--- src/rtl/bsg_dmc_ui_arbiter.sv ---
// bsg_dmc_ui_arbiter
//   Shares one DMC user interface between num_req_p requesters. An idle
//   arbiter grants one requester round-robin, issues its command to the
//   DMC, then streams the owner's write beats. Read returns are steered
//   back to their issuer through a small FIFO of requester tags.
// Ports
//   clk_i, reset_i           : ui clock, synchronous active-high reset
//   init_calib_complete_i    : DMC ready; no new grant while low
//   req_*                    : per-requester command (valid/we/addr) and
//                              single-cycle one-hot accept (req_yumi_o)
//   wdata_* / wmask_i        : per-requester write beats, wdata_yumi_o
//                              pulses when the owner's beat is taken
//   rdata_*                  : read return, valid routed to the owner
//   app_*                    : DMC command / write-data / read-data ports

// Run-time checks on the arbiter's internal invariants.
module bsg_dmc_ui_arbiter_chk #(
  parameter int num_req_p = 2
) (
  input logic                 clk_i,
  input logic                 reset_i,
  input logic                 rd_valid_i,
  input logic                 tag_empty_i,
  input logic [num_req_p-1:0] req_yumi_i,
  input logic [num_req_p-1:0] wdata_yumi_i
);
  // read data with no outstanding tag has no owner to go to
  rd_without_tag: assert property (@(posedge clk_i) disable iff (reset_i)
    !(rd_valid_i && tag_empty_i));
  yumi_onehot: assert property (@(posedge clk_i) disable iff (reset_i)
    $onehot0(req_yumi_i));
  wdata_yumi_onehot: assert property (@(posedge clk_i) disable iff (reset_i)
    $onehot0(wdata_yumi_i));
endmodule

module bsg_dmc_ui_arbiter #(
  parameter int num_req_p         = 2,
  parameter int ui_addr_width_p   = 28,
  parameter int ui_data_width_p   = 32,
  parameter int ui_burst_length_p = 8,
  parameter int rd_tag_els_p      = 4
) (
  input  logic                                     clk_i,
  input  logic                                     reset_i,
  input  logic                                     init_calib_complete_i,
  input  logic [num_req_p-1:0]                     req_v_i,
  input  logic [num_req_p-1:0]                     req_we_i,
  input  logic [num_req_p*ui_addr_width_p-1:0]     req_addr_i,
  output logic [num_req_p-1:0]                     req_yumi_o,
  input  logic [num_req_p-1:0]                     wdata_v_i,
  input  logic [num_req_p*ui_data_width_p-1:0]     wdata_i,
  input  logic [num_req_p*(ui_data_width_p/8)-1:0] wmask_i,
  output logic [num_req_p-1:0]                     wdata_yumi_o,
  output logic [num_req_p-1:0]                     rdata_v_o,
  output logic [ui_data_width_p-1:0]               rdata_o,
  output logic                                     rdata_last_o,
  output logic                                     app_en_o,
  output logic [2:0]                               app_cmd_o,
  output logic [ui_addr_width_p-1:0]               app_addr_o,
  input  logic                                     app_rdy_i,
  output logic                                     app_wdf_wren_o,
  output logic [ui_data_width_p-1:0]               app_wdf_data_o,
  output logic [ui_data_width_p/8-1:0]             app_wdf_mask_o,
  output logic                                     app_wdf_end_o,
  input  logic                                     app_wdf_rdy_i,
  input  logic                                     app_rd_data_valid_i,
  input  logic [ui_data_width_p-1:0]               app_rd_data_i,
  input  logic                                     app_rd_data_end_i
);
  localparam int mask_w_lp = ui_data_width_p / 8;
  localparam int idx_w_lp  = (num_req_p > 1) ? $clog2(num_req_p) : 1;
  localparam int beat_w_lp = (ui_burst_length_p > 1) ? $clog2(ui_burst_length_p) : 1;
  localparam int ptr_w_lp  = (rd_tag_els_p > 1) ? $clog2(rd_tag_els_p) : 1;
  localparam int cnt_w_lp  = $clog2(rd_tag_els_p + 1);
  localparam logic [idx_w_lp:0]    num_req_lp   = (idx_w_lp + 1)'(num_req_p);
  localparam logic [beat_w_lp-1:0] last_beat_lp = beat_w_lp'(ui_burst_length_p - 1);
  localparam logic [ptr_w_lp-1:0]  last_ptr_lp  = ptr_w_lp'(rd_tag_els_p - 1);
  localparam logic [cnt_w_lp-1:0]  full_cnt_lp  = cnt_w_lp'(rd_tag_els_p);

  typedef enum logic [1:0] {
    e_idle  = 2'b00,
    e_cmd   = 2'b01,
    e_wdata = 2'b10
  } state_e;

  state_e                     state_q, state_d;
  logic [ui_addr_width_p-1:0] addr_q, addr_d;
  logic                       we_q, we_d;
  logic [idx_w_lp-1:0]        owner_q, owner_d;
  logic [idx_w_lp-1:0]        rr_q, rr_d;
  logic [beat_w_lp-1:0]       beat_q, beat_d;
  logic [ptr_w_lp-1:0]        wptr_q, wptr_d, rptr_q, rptr_d;
  logic [cnt_w_lp-1:0]        cnt_q, cnt_d;
  logic [idx_w_lp-1:0]        tag_mem_q [rd_tag_els_p];

  logic                       grant_v_s;
  logic [idx_w_lp-1:0]        grant_idx_s;
  logic [idx_w_lp:0]          cand_s, next_rr_s;
  logic                       owner_wdata_v_s;
  logic                       tag_push_s, tag_pop_s, tag_empty_s, tag_full_s;
  logic [idx_w_lp-1:0]        tag_head_s;

  assign tag_empty_s = (cnt_q == '0);
  assign tag_full_s  = (cnt_q == full_cnt_lp);
  assign tag_head_s  = tag_mem_q[rptr_q];
  assign app_addr_o  = addr_q;
  assign app_cmd_o   = we_q ? 3'b000 : 3'b001;

  // Round-robin search starting at rr_q; reads wait while every tag is in use
  always_comb begin
    grant_v_s   = 1'b0;
    grant_idx_s = '0;
    cand_s      = '0;
    for (int i = 0; i < num_req_p; i++) begin
      cand_s = {1'b0, rr_q} + (idx_w_lp + 1)'(i);
      if (cand_s >= num_req_lp) begin
        cand_s = cand_s - num_req_lp;
      end else begin
        cand_s = cand_s;
      end
      if (!grant_v_s && req_v_i[cand_s[idx_w_lp-1:0]]
          && (req_we_i[cand_s[idx_w_lp-1:0]] || !tag_full_s)) begin
        grant_v_s   = 1'b1;
        grant_idx_s = cand_s[idx_w_lp-1:0];
      end else begin
        grant_v_s   = grant_v_s;
      end
    end
    next_rr_s = {1'b0, grant_idx_s} + (idx_w_lp + 1)'(1);
    if (next_rr_s >= num_req_lp) begin
      next_rr_s = '0;
    end else begin
      next_rr_s = next_rr_s;
    end
  end

  // Write-data mux from the current owner
  always_comb begin
    owner_wdata_v_s = 1'b0;
    app_wdf_data_o  = '0;
    app_wdf_mask_o  = '0;
    for (int i = 0; i < num_req_p; i++) begin
      if (owner_q == idx_w_lp'(i)) begin
        owner_wdata_v_s = wdata_v_i[i];
        app_wdf_data_o  = wdata_i[i*ui_data_width_p +: ui_data_width_p];
        app_wdf_mask_o  = wmask_i[i*mask_w_lp +: mask_w_lp];
      end else begin
        owner_wdata_v_s = owner_wdata_v_s;
      end
    end
  end

  // Arbiter FSM: next state, latched command and handshake outputs
  always_comb begin
    state_d        = state_q;
    addr_d         = addr_q;
    we_d           = we_q;
    owner_d        = owner_q;
    rr_d           = rr_q;
    beat_d         = beat_q;
    req_yumi_o     = '0;
    wdata_yumi_o   = '0;
    app_en_o       = 1'b0;
    app_wdf_wren_o = 1'b0;
    app_wdf_end_o  = 1'b0;
    tag_push_s     = 1'b0;
    case (state_q)
      e_idle: begin
        // the reset_i term keeps yumi quiet during the reset cycle itself
        if (init_calib_complete_i && grant_v_s && !reset_i) begin
          req_yumi_o[grant_idx_s] = 1'b1;
          addr_d  = req_addr_i[grant_idx_s*ui_addr_width_p +: ui_addr_width_p];
          we_d    = req_we_i[grant_idx_s];
          owner_d = grant_idx_s;
          rr_d    = next_rr_s[idx_w_lp-1:0];
          state_d = e_cmd;
        end else begin
          state_d = e_idle;
        end
      end
      e_cmd: begin
        app_en_o = 1'b1;
        if (app_rdy_i) begin
          if (we_q) begin
            state_d = e_wdata;
          end else begin
            tag_push_s = 1'b1;
            state_d    = e_idle;
          end
        end else begin
          state_d = e_cmd;
        end
      end
      e_wdata: begin
        app_wdf_wren_o = owner_wdata_v_s;
        app_wdf_end_o  = (beat_q == last_beat_lp);
        if (owner_wdata_v_s && app_wdf_rdy_i) begin
          wdata_yumi_o[owner_q] = 1'b1;
          if (beat_q == last_beat_lp) begin
            beat_d  = '0;
            state_d = e_idle;
          end else begin
            beat_d  = beat_q + beat_w_lp'(1);
          end
        end else begin
          beat_d = beat_q;
        end
      end
      default: begin
        state_d = e_idle;
      end
    endcase
  end

  // Read return: route valid to the head tag's owner, pop on the last beat
  always_comb begin
    rdata_o      = app_rd_data_i;
    rdata_last_o = app_rd_data_end_i;
    tag_pop_s    = app_rd_data_valid_i && app_rd_data_end_i && !tag_empty_s;
    for (int i = 0; i < num_req_p; i++) begin
      rdata_v_o[i] = app_rd_data_valid_i && !tag_empty_s && (tag_head_s == idx_w_lp'(i));
    end
  end

  // Tag FIFO pointer and occupancy update
  always_comb begin
    if (tag_push_s) begin
      wptr_d = (wptr_q == last_ptr_lp) ? '0 : wptr_q + ptr_w_lp'(1);
    end else begin
      wptr_d = wptr_q;
    end
    if (tag_pop_s) begin
      rptr_d = (rptr_q == last_ptr_lp) ? '0 : rptr_q + ptr_w_lp'(1);
    end else begin
      rptr_d = rptr_q;
    end
    case ({tag_push_s, tag_pop_s})
      2'b10:   cnt_d = cnt_q + cnt_w_lp'(1);
      2'b01:   cnt_d = cnt_q - cnt_w_lp'(1);
      default: cnt_d = cnt_q;
    endcase
  end

  // Control state registers
  always_ff @(posedge clk_i) begin
    if (reset_i) begin
      state_q <= e_idle;
      addr_q  <= '0;
      we_q    <= 1'b0;
      owner_q <= '0;
      rr_q    <= '0;
      beat_q  <= '0;
      wptr_q  <= '0;
      rptr_q  <= '0;
      cnt_q   <= '0;
    end else begin
      state_q <= state_d;
      addr_q  <= addr_d;
      we_q    <= we_d;
      owner_q <= owner_d;
      rr_q    <= rr_d;
      beat_q  <= beat_d;
      wptr_q  <= wptr_d;
      rptr_q  <= rptr_d;
      cnt_q   <= cnt_d;
    end
  end

  // Tag storage; contents are only meaningful below the occupancy count
  always_ff @(posedge clk_i) begin
    if (tag_push_s) begin
      tag_mem_q[wptr_q] <= owner_q;
    end
  end

  bsg_dmc_ui_arbiter_chk #(.num_req_p(num_req_p)) chk (
    .clk_i        (clk_i),
    .reset_i      (reset_i),
    .rd_valid_i   (app_rd_data_valid_i),
    .tag_empty_i  (tag_empty_s),
    .req_yumi_i   (req_yumi_o),
    .wdata_yumi_i (wdata_yumi_o)
  );
endmodule

--- config.mk ---
export PLATFORM = sky130hd
export DESIGN_NAME = bsg_dmc_ui_arbiter
export DESIGN_NICKNAME = d
export VERILOG_FILES = /design/src/rtl/bsg_dmc_ui_arbiter.sv
export SDC_FILE = /design/constraint.sdc
export NUM_CORES = 1
export LEC_CHECK = 0
export CORE_MARGIN = 5
export CORE_UTILIZATION = 27
export DETAILED_ROUTE_END_ITERATION = 12
export HOLD_SLACK_MARGIN = 0.03
export PLACE_DENSITY = 0.77
export SYNTH_ARGS = -nofsm -noshare
export SYNTH_HDL_FRONTEND = slang
export SYNTH_SLANG_ARGS = --single-unit
--- constraint.sdc ---
create_clock -name clk_i -period 3.06 [get_ports clk_i]
set_clock_uncertainty 0.05 [all_clocks]
set_input_delay 0.918 -clock clk_i [delete_from_list [all_inputs] [get_ports clk_i]]
set_output_delay 0.918 -clock clk_i [all_outputs]
set_load 0.01 [all_outputs]
Yosys cells after proc, flatten, opt, wreduce, memory -nomap -nowiden
Memory sizes are Yosys's and may differ from the RTL's. A register that Yosys moved wholly into a read port is not among the register bits.
Index checks and enable logic that the tools add are counted.

storage, ports and cells
  bits in registers = 43
  RAM bits = 4
  bits of input ports = 173
  output and inout port bits = 109
  word-level logic and storage cells = 115
  memories = 1

memories
  name       depth  bits a word  read ports  clocked after Yosys merged registers in  write ports  line  text
  tag_mem_q  4      1            1           1                                        1            94    logic [idx_w_lp-1:0] tag_mem_q [rd_tag_els_p];

cells by class
  $add $sub $neg = 9
  $mul = 1
  order comparisons = 9
  equality and inequality tests = 10
  shifts and indexed selects = 1
  mux-type cells = 49
  bitwise operators = 1
  reductions and logical operators = 25

operators with widths
  operator             number
  $shiftx 56x7->28     1
  $mux 32              1
  $mux 1               30
  $mux 2               12
  $logic_and 1x1->1    13
  $eq 2x2->1 const B   4
  $lt 1x2->1 const B   4
  $add 3x1->3 const B  2
  $eq 3x3->1 const B   2
  $pmux 2 s3           1
  $pmux 3 s2           1
  $reduce_and 2->1     3
  $add 1x1->2 const B  2
  $add 2x1->2 const B  2
  $eq 2x1->1 const B   2
  $ge 2x2->1 const B   2
  $logic_not 1->1      4
  $mul 1x3->4 const B  1
  $mux 4               1
  $ne 2x2->1 const B   2
  $logic_not 3->1      1
  $mux 3               1
  $sub 3x1->3 const B  1
  $demux 1 s1          2
  7 further kinds      10

Depth between registers and ports, before layout
  word-level depth = 17
  gate-level depth with buffers = 9
  mapped depth without buffers = 8

Worst setup path after synthesis
OpenSTA, ideal clock, no wires.

  kind = in2out
  from = input req_we_i[1]
  to = output req_yumi_o[0]
  arrival = 2.214 ns
  path slack = -0.122 ns
  stages = 4
  buffers on the path = 1
  cell sequence = or4b_4 -> a311o_1 -> buf_4 -> nor3b_2

on the way
  cells in the longest elaborated chain, start to end = 15
  elaborated cells on any way between the ends = 23
  classes of those cells = order compare: 2; mux: 12; reduce/logical: 9

ends and longest elaborated chain
  element                                                         line  text
  from (decl)                                                     47    input logic [num_req_p-1:0] req_we_i,
  $mux 1 (not written as such) (2 in a row)                       122   && (req_we_i[cand_s[idx_w_lp-1:0]] || !tag_full_s)) begin
  $logic_or 1x1->1                                                122
  $logic_and 1x1->1                                               122
  $mux 1                                                          121   if (!grant_v_s && req_v_i[cand_s[idx_w_lp-1:0]]
  $logic_not 1->1                                                 121
  $logic_and 1x1->1                                               121
  $logic_and 1x1->1                                               122
  $mux 1                                                          121
  $lt 1x2->1 (not written as such) or $ge 1x1->1 (tied branches)  171   req_yumi_o[grant_idx_s] = 1'b1;
  $logic_and 1x1->1 (not written as such)                         171
  $mux 1 (not written as such)                                    171
  $demux 1 s1                                                     171
  $mux 2 (*)                                                      170   if (init_calib_complete_i && grant_v_s && !reset_i) begin
  $mux 2 (*)                                                      167   case (state_q)
  to (decl)                                                       49    output logic [num_req_p-1:0] req_yumi_o,

Mark *: on every way between the ends. The rest lies on a longest branch, timed or not. The select of a mux whose other input is x is not followed.

Worst setup path after layout
Ends and elaborated chain as after synthesis.

==> results.sh <==
export IMPL_status="complete, but fails checks"
export IMPL_violations="negative setup slack"
export IMPL_setup_violations=1
export IMPL_final_common_cell="clkdlybuf4s50_1"
export IMPL_n_antenna_cell=0
export IMPL_wl_per_cell_um=16.9
export IMPL_cts_tree="yes"
export IMPL_fin_crit_sh_pct=104
export IMPL_pwr_share_clk_pct=31.0
export IMPL_antenna_found_initial=2
export IMPL_portBuffers=215
export IMPL_p_switching_mw=0.434
export IMPL_routed_wl_mm=10.9
export IMPL_dp_cells=631
export IMPL_routed_via_density=4.67
export IMPL_power_frac_seq_pct=39.3
export IMPL_synth_warnings=0
export IMPL_cts_buffers=5
export IMPL_final_nets=686
export IMPL_clockRootBuffer="clkbuf_8"
export IMPL_place_ws_ps=-942
export IMPL_p_leak_nw=2.18
export IMPL_drt_initial_drc_count=134
export IMPL_clk_pin_slew_ps=90
export IMPL_critical_path_class="in2out"
export IMPL_first_global_vias=3199
export IMPL_syn_inst=313
export IMPL_critPathLaunchType="primary input"
export IMPL_grt_max_degree=31
export IMPL_crit_slowest_cell="or4b_4"
export IMPL_synth_cell_type_count=39
export IMPL_layout_common_cells="clkdlybuf4s50_1 (185), nor2_1 (44), dfxtp_1 (44)"
export IMPL_synthFlopType="dfxtp_1"
export IMPL_via_count=2991
export IMPL_clk_latency_ps=300
export IMPL_fin_worst_hold_slack_ps=439
export IMPL_placed_cell_area_mm2=0.00502
export IMPL_ioPinCount=282
export IMPL_syn_area_per_cell_um2=9.17
export IMPL_pwr_density_cell_mw_per_mm2=342
export IMPL_fillers=961
export IMPL_grt_pass1_wl_mm=16.9
export IMPL_track_usage_pct=16.3
export IMPL_multi_input_area_mm2=0.00154
export IMPL_cp_data_required_time_ps=2090
export IMPL_h_tree_depth=2
export IMPL_fin_ws_ps=-131
export IMPL_switching_share_pct=24.2
export IMPL_cp_cell_sequence="buf_6, or4b_4, a311o_1, nor3b_4, buf_6"
export IMPL_die_y_um=113
export IMPL_pwr_share_comb_pct=29.7
export IMPL_finalNonFillerCells=641
export IMPL_p_total_mw=1.79
export IMPL_cp_max_fo=2
export IMPL_core_mm2=0.0103
export IMPL_design_area_mm2=0.00525
export IMPL_rows=37
export IMPL_rsz0062_at_grt="yes"
export IMPL_cts_buffer_depth=2
export IMPL_hpwlAfterDp_mm=8.85
export IMPL_synth_area_mm2=0.00287
export IMPL_drc=0
export IMPL_max_stage_delay_ps=480
export IMPL_firstDrtPassIters=4
export IMPL_cts_hold_buf=0
export IMPL_seq_area_frac_synth_pct=35.6
export IMPL_fmax_ghz=0.313
export IMPL_hp_class="reg2reg"
export IMPL_ir_drop_mv=0.191
export IMPL_drv_cap=0
export IMPL_die_area_mm2=0.0128
export IMPL_fin_crit_ps=3190
export IMPL_synth_seq_cells=49
export IMPL_arrival_ps=2220
export IMPL_overflow=0
export IMPL_regArea_mm2=0.00102
export IMPL_synthArstFlopShare_pct=0
export IMPL_internal_power_mw=1.36
export IMPL_hold_viol=0
export IMPL_initial_core_util_pct=27.8
export IMPL_synth_edff_count=4
export IMPL_die_w_um=113
export IMPL_ant_nets=0
export IMPL_place_congestion=0.858
export IMPL_final_max_slew_violation_count=0
export IMPL_drive_above_1_share_pct=16.6
export IMPL_worst_setup_path_end_kind="output port"
export IMPL_clock_sinks=49
export IMPL_crit_top_cell="buf_6"
export IMPL_syn2layout_area_growth_pct=82.9
-- state kept, by name, summed over array words and instances (netlist names), named ones only --
name / flops
beat_q: 3
rr_q: 1
state_q: 2
rptr_q: 2
owner_q: 1
tag_mem_q: 4
wptr_q: 2
cnt_q: 3
we_q: 1
app_addr_o: 28
-- layout make-up --
cell class | count | share of cell area, %
clock buffer | 5 | 1.31
clock inverter | 3 | 1.31
inverter | 11 | 0.787
tap | 136 | 3.24
multi-input combinational | 201 | 29.3
sequential | 49 | 19.5
timing repair buffer | 236 | 44.6
-- critical path: cells and delay by family --
family                 cells  cell delay, ps
AOI/OAI and AO/OA          1             370
buffers and inverters      2             240
and+or+nand+nor            2             700
-- final timing paths --
path / slack [ps] / endpoint / cells past startpoint / start
hold reg to reg: 440 / flop / 2 / rptr_q[1]
setup / recovery: -130 / req_yumi_o[0] / 5 / req_we_i[1]
setup reg to reg: 920 / cnt_q[2] / 9 / cnt_q[0]
hold / removal: 440 / flop / 2 / rptr_q[1]
-- synth_stat cells (2+ instances only) --
cell type | instances | share of area [%]
buf_4 | 36 | 9.4
xor2_1 | 2 | 0.61
buf_1 | 4 | 0.52
ha_1 | 8 | 3.5
nand2_1 | 33 | 4.3
nand3_1 | 3 | 0.52
a21oi_1 | 8 | 1.4
edfxtp_1 | 4 | 4.2
mux2i_1 | 2 | 0.70
nor3_1 | 2 | 0.35
nor2_1 | 45 | 5.9
inv_1 | 11 | 1.4
clkbuf_1 | 9 | 1.2
o21ai_0 | 2 | 0.35
nor2b_1 | 3 | 0.65
nor4b_1 | 2 | 0.61
dfxtp_1 | 45 | 31
a21o_1 | 2 | 0.52
mux2_2 | 37 | 15
buf_2 | 3 | 0.52
a221o_1 | 28 | 9.8
or3_1 | 2 | 0.44
and2_1 | 6 | 1.3
-- power groups by stage --
| stage | clock, mW | sequential [mW] | combinational [mW] |
|---|---|---|---|
| after floorplan | 0 | 0.725 | 0.209 |
| after global placement | 0 | 0.717 | 0.526 |
| after detailed placement | 0 | 0.717 | 0.537 |
| after CTS | 0.569 | 0.704 | 0.542 |
| after global routing | 0.595 | 0.710 | 0.567 |
| final | 0.557 | 0.704 | 0.533 |
-- per-layer routing --
layer	vias up	wire length [um]	global-route usage, %
met4	4	92	3.13
met5	-	21	0
met1	1415	4250	18.9
li1	1445	-	-
met3	18	712	4.55
met2	109	5780	30.0
-- through the flow --
| step | util, % | TNS [ps] |
|---|---|---|
| finish | 50.8 | -131 |
| global route | 50.8 | -175 |
| CTS | 50.4 | -312 |
| detailed placement | 48.6 | -2920 |
| global placement | 48.6 | -2610 |
| floorplan | - | -22.5 |
-- cells by family after synthesis --
logic type	count (synthesis)	synth area share, %
DFF	49	35.6
other	1	0.131
AOI/OAI and AO/OA	47	14.2
buffers and inverters	64	13.5
and+or+nand+nor	101	15.8
adders and majority gates	9	4.19
muxes	40	16.0
xor gates and xnor gates	2	0.611
-- what timing repair did --
| item | 4_1_cts | 5_1_grt |
|---|---|---|
| resized for setup | 38 | 20 |
| pin swaps | 7 | 3 |
| buffers inserted | 1 | 1 |
| setup endpoints to repair | 11 | 27 |
Power figures use the tool's default switching activity.
